File: src/rtl/imem_loader_pkg.sv
// Shared definitions for the I-MEM program loader: FSM state encoding and word geometry.
package imem_loader_pkg;

  typedef enum logic [2:0] {
    LD_IDLE,
    LD_RECV,
    LD_WRITE,
    LD_CHK,
    LD_DONE
  } ld_state_e;

  localparam int unsigned BYTES_PER_WORD = 4;
  localparam int unsigned BYTE_IDX_W     = $clog2(BYTES_PER_WORD);

endpackage

File: src/rtl/byte_word_packer.sv
// Packs a byte stream into little-endian words; word_full marks the byte that completes a word.
module byte_word_packer
  import imem_loader_pkg::*;
(
  input  logic                        clk,
  input  logic                        reset,
  input  logic                        clear,
  input  logic                        byte_valid,
  input  logic [7:0]                  byte_data,
  output logic [8*BYTES_PER_WORD-1:0] word,
  output logic                        word_full
);

  localparam logic [BYTE_IDX_W-1:0] LastIdx = BYTE_IDX_W'(BYTES_PER_WORD - 1);

  logic [BYTE_IDX_W-1:0]       idx_q;
  logic [8*BYTES_PER_WORD-1:0] word_q;

  always_ff @(posedge clk or posedge reset) begin
    if (reset) begin
      idx_q  <= '0;
      word_q <= '0;
    end else if (clear) begin
      idx_q  <= '0;
      word_q <= '0;
    end else if (byte_valid) begin
      word_q[{idx_q, 3'b000} +: 8] <= byte_data;
      idx_q                        <= idx_q + BYTE_IDX_W'(1);
    end
  end

  assign word      = word_q;
  assign word_full = byte_valid && (idx_q == LastIdx);

endmodule

File: src/rtl/imem_program_loader.sv
// Loads a byte stream into word-addressed I-MEM and holds the core in reset until done.
// Optional trailing checksum byte when LOADER_CHECKSUM_EN is defined.
module imem_program_loader
  import imem_loader_pkg::*;
#(
  parameter int unsigned ADDR_W = 6
) (
  input  logic              clk,
  input  logic              reset,
  input  logic              start,
  input  logic [ADDR_W:0]   word_count,
  input  logic              rx_valid,
  input  logic [7:0]        rx_data,
  output logic              rx_ready,
  output logic              imem_wr_en,
  output logic [ADDR_W-1:0] imem_wr_addr,
  output logic [31:0]       imem_wr_data,
  output logic              core_reset,
  output logic              busy,
  output logic              done,
  output logic              error,
  output logic              chk_err
);

  localparam logic [ADDR_W:0] Depth  = {1'b1, {ADDR_W{1'b0}}};
  localparam logic [ADDR_W:0] CntOne = 1;

  ld_state_e         state_q, state_d;
  logic [ADDR_W:0]   count_q, count_d;
  logic [ADDR_W-1:0] word_idx_q, word_idx_d;
  logic rx_ready_d, wr_en_d, core_reset_d, busy_d, done_d, error_d;
  logic accept, pack_valid, word_full, last_word, start_ok, pack_clear;

  assign accept     = rx_valid && rx_ready;
  assign pack_valid = accept && (state_q == LD_RECV);
  assign start_ok   = (word_count != '0) && (word_count <= Depth);
  assign last_word  = ({1'b0, word_idx_q} == (count_q - CntOne));

  byte_word_packer u_packer (
    .clk        (clk),
    .reset      (reset),
    .clear      (pack_clear),
    .byte_valid (pack_valid),
    .byte_data  (rx_data),
    .word       (imem_wr_data),
    .word_full  (word_full)
  );

`ifdef LOADER_CHECKSUM_EN
  localparam ld_state_e AfterLast = LD_CHK;

  logic [7:0] sum_q, sum_d;
  logic       chk_err_q, chk_err_d;
  logic       chk_pass;

  assign chk_pass = ((sum_q + rx_data) == 8'h00);

  always_comb begin
    sum_d     = sum_q;
    chk_err_d = chk_err_q;
    if (state_q == LD_IDLE && start && start_ok) begin
      sum_d     = '0;
      chk_err_d = 1'b0;
    end else if (pack_valid) begin
      sum_d = sum_q + rx_data;
    end else if (state_q == LD_CHK && accept && !chk_pass) begin
      chk_err_d = 1'b1;
    end
  end

  always_ff @(posedge clk or posedge reset) begin
    if (reset) begin
      sum_q     <= '0;
      chk_err_q <= 1'b0;
    end else begin
      sum_q     <= sum_d;
      chk_err_q <= chk_err_d;
    end
  end

  assign chk_err = chk_err_q;
`else
  localparam ld_state_e AfterLast = LD_DONE;

  assign chk_err = 1'b0;
`endif

  always_ff @(posedge clk or posedge reset) begin
    if (reset) begin
      state_q    <= LD_IDLE;
      count_q    <= '0;
      word_idx_q <= '0;
      rx_ready   <= 1'b0;
      imem_wr_en <= 1'b0;
      core_reset <= 1'b1;
      busy       <= 1'b0;
      done       <= 1'b0;
      error      <= 1'b0;
    end else begin
      state_q    <= state_d;
      count_q    <= count_d;
      word_idx_q <= word_idx_d;
      rx_ready   <= rx_ready_d;
      imem_wr_en <= wr_en_d;
      core_reset <= core_reset_d;
      busy       <= busy_d;
      done       <= done_d;
      error      <= error_d;
    end
  end

  assign imem_wr_addr = word_idx_q;

  always_comb begin
    state_d = state_q;
    case (state_q)
      LD_IDLE:  if (start && start_ok) state_d = LD_RECV;
      LD_RECV:  if (word_full) state_d = LD_WRITE;
      LD_WRITE: state_d = last_word ? AfterLast : LD_RECV;
`ifdef LOADER_CHECKSUM_EN
      LD_CHK:   if (accept) state_d = chk_pass ? LD_DONE : LD_IDLE;
`endif
      LD_DONE:  state_d = LD_IDLE;
      default:  state_d = LD_IDLE;
    endcase
  end

  // Outputs are registered: their next values follow the upcoming state.
  always_comb begin
    count_d      = count_q;
    word_idx_d   = word_idx_q;
    error_d      = error;
    core_reset_d = core_reset;
    pack_clear   = 1'b0;
    rx_ready_d   = (state_d == LD_RECV) || (state_d == LD_CHK);
    wr_en_d      = (state_d == LD_WRITE);
    busy_d       = (state_d != LD_IDLE);
    // A failed checksum also pulses done, but leaves the core in reset.
    done_d       = (state_d == LD_DONE) || (state_q == LD_CHK && state_d == LD_IDLE);
    case (state_q)
      LD_IDLE: begin
        if (start) begin
          if (start_ok) begin
            count_d      = word_count;
            word_idx_d   = '0;
            error_d      = 1'b0;
            core_reset_d = 1'b1;
            pack_clear   = 1'b1;
          end else begin
            error_d = 1'b1;
          end
        end
      end
      LD_WRITE: begin
        pack_clear = 1'b1;
        if (!last_word) word_idx_d = word_idx_q + ADDR_W'(1);
      end
      LD_DONE:  core_reset_d = 1'b0;
      default:  ;
    endcase
  end

endmodule
File: config.mk
export PLATFORM = sky130hd
export DESIGN_NAME = imem_program_loader
export DESIGN_NICKNAME = d
export VERILOG_FILES = /design/src/rtl/imem_loader_pkg.sv /design/src/rtl/byte_word_packer.sv /design/src/rtl/imem_program_loader.sv
export SDC_FILE = /design/constraint.sdc
export NUM_CORES = 1
export LEC_CHECK = 0
export ABC_AREA = 1
export CAP_MARGIN = 30
export CORE_MARGIN = 2
export CORE_UTILIZATION = 46
export CTS_CLUSTER_DIAMETER = 200
export DETAILED_ROUTE_END_ITERATION = 16
export DONT_BUFFER_PORTS = 1
export PLACE_DENSITY = 0.64
export SLEW_MARGIN = 20
export SYNTH_ARGS = -nofsm -noshare
export SYNTH_HDL_FRONTEND = slang
export SYNTH_HIERARCHICAL = 1
export SYNTH_SLANG_ARGS = --single-unit
File: constraint.sdc
create_clock -name clk -period 3.3 [get_ports clk]
set_input_delay 0.33 -clock clk [delete_from_list [all_inputs] [get_ports clk]]
set_output_delay 0.33 -clock clk [all_outputs]
set_load 0.05 [all_outputs]
==> results.md, run 1 <==
- Die Y: 83.9 um
- Nets@finish: 411
- Final Wtd Congestion: 0.833
- Register area: 1400 um2
- Fmax: 479 MHz
- Failing checks: negative hold slack
- Setup TNS: 0 ns
- Critical path startpoint category: register
- Fin crit period: 2.09 ns
- RSZ-0062 raised after global routing: no
- H-Tree Depth: 2
- Worst path required time: 3.50 ns
- Sequential share of the synthesized area: 47.8%
- Outcome: complete, but fails checks
- Drt drc: 0
- Row count: 29
- Max_slew headroom: 52.3%
- Cell with the most instances after synthesis: nand2_1
- DPL Wire Length: 4660 um
- Vias: 2305
- Final Setup Violations: 0
- Postcts setup bufs: 0
- Starting Density: 46.8%
- Share of layout cells above drive strength 1: 9.07%
- FF+latch count, synth: 56
- CTS tree: built
- Worst EP arrival: 2.29 ns
- FFs w/ async S/R, synth: 100%
- Pin count of the biggest net entering global routing: 35
- Gr ovfl total: 0
- WHS: -0.00486 ns
- Power per cell area: 896 nW/um2
- Antenna cells: 0
- Ports: 64
- Largest cells by area after synthesis: dfrtp_1 47%, nand2_1 18%, inv_1 5.5%
- Mapped Cells: 380
- Multi-input gate area: 1310 um2
- Vias in the first global route: 2294
- CTS Buffer Depth: 2
- Post-DRT Antenna Nets: 0
- WL/cell: 13.5 um
- CTS Buf Count: 5
- Worst min path class: in2async
- Mapped Nets: 406
- Initial antenna violation count: 0
- Ys Warns: 6
- First-pass GRT wire length: 10900 um
- Clock net sink count: 56
- First-pass DRT Iterations: 4
- Die W: 83.9 um
- Core area: 6280 um2
- Post-synth top flop: dfrtp_1
- Post-synth top area share: 46.9%
- Syn Area/Cell: 7.73 um2
- Final WL: 6260 um
- Iter 0 DRT Violations: 128
- Final hold violations: 14
- Max Clock Skew: 0.00972 ns
- Crit end category: register
- Area leader, netlist: dfrtp_1
- Area grow syn2layout: 7.50%
- Post-DP Area: 3000 um2
- FILL cells: 620
- Gr usage total: 19.0%
- Lkg Pwr: 1.75 nW
- Vias per cell: 4.98
- Pins Over Slew Limit: 0
- Count of different cell masters after synthesis: 32
- Post-synth EDFFs: 0
- Worst-Margin Slew: 0.716 ns
- Period utilisation layout: 63.2%
- Crit Path Class: reg2reg
- Number of max-cap violations: 0
- Cell Area, Synth: 2940 um2
- Commonest cells in the synthesized netlist: 141 x nand2_1, 55 x dfrtp_1, 43 x inv_1
- Clk pin slew, worst setup/hold paths: 0.11 ns
- Worst vdd ir: 0.000573 V
- Die Area: 7040 um2
- # port buffers: 0
- CP Max Fanout: 8
- Design area: 3160 um2
- Clock root cell: clkbuf_8
- Worst-Skew Late Latency: 0.31 ns
per-stage QoR:
stage / power, mW / setup slack (ns) / util, % / hold WS, ns / cells
2_1_floorplan: 2.18 / 1.54 / - / 0.318 / 380
3_3_place_gp: 2.35 / 1.38 / 47.9 / 0.345 / 453
3_5_place_dp: 2.37 / 1.29 / 47.9 / 0.348 / 453
4_1_cts: 2.83 / 1.26 / 49.7 / 0.00371 / 461
5_1_grt: 3.04 / 1.02 / 50.3 / 0.0282 / 463
6_report: 2.83 / 1.21 / 50.3 / -0.00486 / 463
logic make-up after synthesis:
| logic type | share of synthesized area (%) |
|---|---|
| AOI/OAI and AO/OA | 4.39 |
| DFF | 47.8 |
| and+or+nand+nor | 34.0 |
| other | 0.128 |
| buffers and inverters | 7.71 |
| xor gates and xnor gates | 2.98 |
| adders and majority gates | 2.98 |
where the power goes:
part	internal [mW]	total, mW	switching (mW)
clock network	0.230	0.460	0.230
logic	0.301	0.901	0.600
registers	0.865	1.47	0.602
area by class of cell:
class,instances,share of cell area (%)
Timing Repair Buffer,5,1.90
Clock buffer,5,2.18
Clock inverter,3,1.47
Multi-Input combinational cell,271,41.4
Tap cell,77,3.05
Sequential cell,56,44.4
Inverter,46,5.55
layout by cell type, fill, tap and decap left out, types with 2 or more instances in the layout:
cell and instances:
ha_1 7, nand2_4 4, inv_1 43, nor3_1 2, nor2_4 2, dfrtp_1 55
nor2_2 4, nor2_1 41, clkbuf_8 5, buf_4 3, nand2_1 141, xor2_1 5
inv_2 2, xnor2_1 5, o21ai_0 10, nand2_2 4, o21ai_1 8, nand3_1 27
a21oi_2 2
repair_timing:
item                      in CTS  in global routing
hold endpoints to repair       0                  4
resized for setup              0                  0
hold buffers                   0                  1
per-layer routing:
metal  vias to the layer above  global-route usage (%)  routed length, um
met5                         -                       0                  0
met4                         0                    5.43                 80
met3                         8                    5.93                460
met2                        72                    29.5               2730
met1                      1057                    25.6               2990
li1                       1168                       -                  -
critical path, cell delays in order (launching register included):
cell     delay, ns
dfrtp_1       0.42
nor2_1        0.11
inv_1         0.05
nor2_1        0.24
inv_1         0.18
nand2_1       0.46
inv_4         0.08
nand2_1       0.16
inv_2         0.10
nand2_1       0.09
nand2_1       0.07
sequential cells by signal, summed over array words and instances (netlist names):
name / count
imem_wr_addr: 6
error: 1
u_packer/word: 32
u_packer/idx_q: 2
imem_wr_en: 1
done: 1
count_q: 7
rx_ready: 1
busy: 1
state_q: 3
core_reset: 1
final timing paths:
| path | startpoint | endpoint | slack (ns) | cells past startpoint |
|---|---|---|---|---|
| max in group asynchronous | reset | core_reset | 2.45 | 3 |
| min in group clk | word_count[5] | count_q[5] | 0.12 | 2 |
| hold / removal | reset | u_packer/idx_q[0] | -0.005 | 2 |
| setup reg to reg | state_q[2] | u_packer/word[13] | 1.21 | 10 |
| setup / recovery | state_q[2] | u_packer/word[13] | 1.21 | 10 |
| hold reg to reg | count_q[1] | count_q[1] | 0.51 | 2 |
Note: power is estimated with default switching activity, not from simulation.
==> inputs of run 2 (changes only) <==
clock period = 2.05 ns   (was 3.3 ns; I/O delays follow)
==> run 2 against run 1 <==
The run now ends clean. Critical path depth stayed put. Cell count up 2.4%. Non-clock buffer count grew 11. Worst hold slack improved by 0.025 ns. Global-route usage down 0.22 points. Utilization is 0.68 points higher. Via count grew 1.9%. Clock skew decreased by 0.0047 ns. Combinational power rose by 66%. Sequential power grew 58%.
==> results.md, run 2 (same netlist as run 1, synthesis figures left out) <==
- Fmax: 577 MHz
- Clk pin slew, worst setup/hold paths: 0.10 ns
- Pins Over Slew Limit: 0
- CP Cell Sequence: nor3_1 > inv_1 > nor2_1 > buf_4 > nand2_4 > inv_1 > inv_1 > nor2_1 > inv_1 > o2111ai_1
- Worst EP arrival: 1.96 ns
- Cell at the slowest stage of the critical path: dfrtp_1
- Nets@finish: 422
- Ports: 64
- Starting Density: 46.8%
- Buf+Inv Stages, Crit Path: 5
- Gr ovfl total: 0
- Die Area: 7040 um2
- FILL cells: 614
- Power per cell area: 1380 nW/um2
- Postcts setup bufs: 0
- Worst min path class: in2reg
- Number of max-cap violations: 0
- # port buffers: 0
- Vias per cell: 4.95
- Largest register FFs: 32
- Worst-Skew Late Latency: 0.31 ns
- Clock root cell: clkbuf_8
- Max Clock Skew: 0.00499 ns
- RSZ-0062 raised after global routing: no
- Die Y: 83.9 um
- CTS Buffer Depth: 2
- Crit end category: register
- Critical Path Max Stage Delay: 0.43 ns
- Commonest non-fill, non-tap cells in the layout: 141 x nand2_1, 55 x dfrtp_1, 43 x inv_1
- Worst vdd ir: 0.00100 V
- Worst path required time: 2.27 ns
- Fin crit period: 1.73 ns
- Iter 0 DRT Violations: 147
- CP Max Fanout: 7
- Period utilisation layout: 84.6%
- Commonest non-fill, non-tap cell in the layout: nand2_1
- Outcome: finished clean
- Row count: 29
- Clock net sink count: 56
- Final hold violations: 0
- Delay-heaviest family, CP: simple AND/OR/NAND/NOR gates
- Post-DRT Antenna Nets: 0
- Die W: 83.9 um
- Setup TNS: 0 ns
- First-pass DRT Iterations: 4
- Vias: 2348
- Lkg Pwr: 1.79 nW
- Initial antenna violation count: 0
- CTS tree: built
- Final WL: 6280 um
- DPL Wire Length: 4660 um
- Pin count of the biggest net entering global routing: 35
- Cell mode on critical path: inv_1
- Reg-to-reg slack, setup: 0.32 ns
- Gr usage total: 18.7%
- WL/cell: 13.2 um
- Area grow syn2layout: 8.95%
- Antenna cells: 0
- Vias in the first global route: 2200
- H-Tree Depth: 2
- First-pass GRT wire length: 10600 um
- CTS Buf Count: 5
- Core area: 6280 um2
- Final Wtd Congestion: 0.835
- Critical path startpoint category: register
- Crit Path Class: reg2reg
- WHS: 0.0203 ns
- Cts repair resizes: 0
- Final Setup Violations: 0
- Share of layout cells above drive strength 1: 10.8%
- Drt drc: 0
- Post-CTS Hold Buffers: 2
## run 2: stage by stage
step / util, % / area [um2] / setup slack [ns] / cells / power [mW]
6_report: 51.0 / 3200 / 0.316 / 474 / 4.41
5_1_grt: 51.0 / 3200 / 0.0991 / 474 / 4.75
2_1_floorplan: - / 2940 / 0.311 / 380 / 3.51
3_3_place_gp: 49.1 / 3080 / 0.359 / 463 / 3.79
4_1_cts: 50.7 / 3180 / 0.296 / 473 / 4.44
3_5_place_dp: 49.1 / 3080 / 0.336 / 463 / 3.83
## run 2: where the power goes
| group | total, mW | internal [mW] | leakage [nW] | switching (mW) |
|---|---|---|---|---|
| sequential | 2.32 | 1.39 | 0.746 | 0.926 |
| clock | 0.591 | 0.245 | 0.0424 | 0.346 |
| combinational | 1.50 | 0.504 | 0.998 | 0.994 |
## run 2: metal layers
layer / wire [um] / global-route usage (%) / vias to the layer above
li1: - / - / 1191
met1: 3050 / 26.0 / 1097
met2: 2790 / 28.4 / 55
met3: 363 / 5.84 / 5
met4: 72 / 5.28 / 0
met5: 0 / 0 / -
## run 2: area by class of cell
cell class	count	area, um2	share of cell area [%]
Sequential cell	56	1400	43.8
Multi-Input combinational cell	271	1310	40.9
Inverter	46	175	5.48
Timing Repair Buffer	16	133	4.15
Tap cell	77	96.3	3.01
Clock buffer	7	76.3	2.39
Clock inverter	1	8.76	0.274
## run 2: worst reg2reg max path, cell delays in order, from the launching register on
cell and delay, ns:
dfrtp_1 0.43, nor3_1 0.25, inv_1 0.10, nor2_1 0.12, buf_4 0.21, nand2_4 0.07, inv_1 0.11, inv_1 0.08
nor2_1 0.13, inv_1 0.05, o2111ai_1 0.10
## run 2: final timing paths
path | cells after the start | start | endpoint
worst min-delay path | 2 | word_count[6] | count_q[6]
worst min register to register | 2 | count_q[1] | count_q[1]
worst max-delay path | 10 | state_q[2] | busy
min in group asynchronous | 2 | reset | count_q[3]
max in group asynchronous | 3 | reset | imem_wr_addr[4]
worst max register to register | 10 | state_q[2] | busy
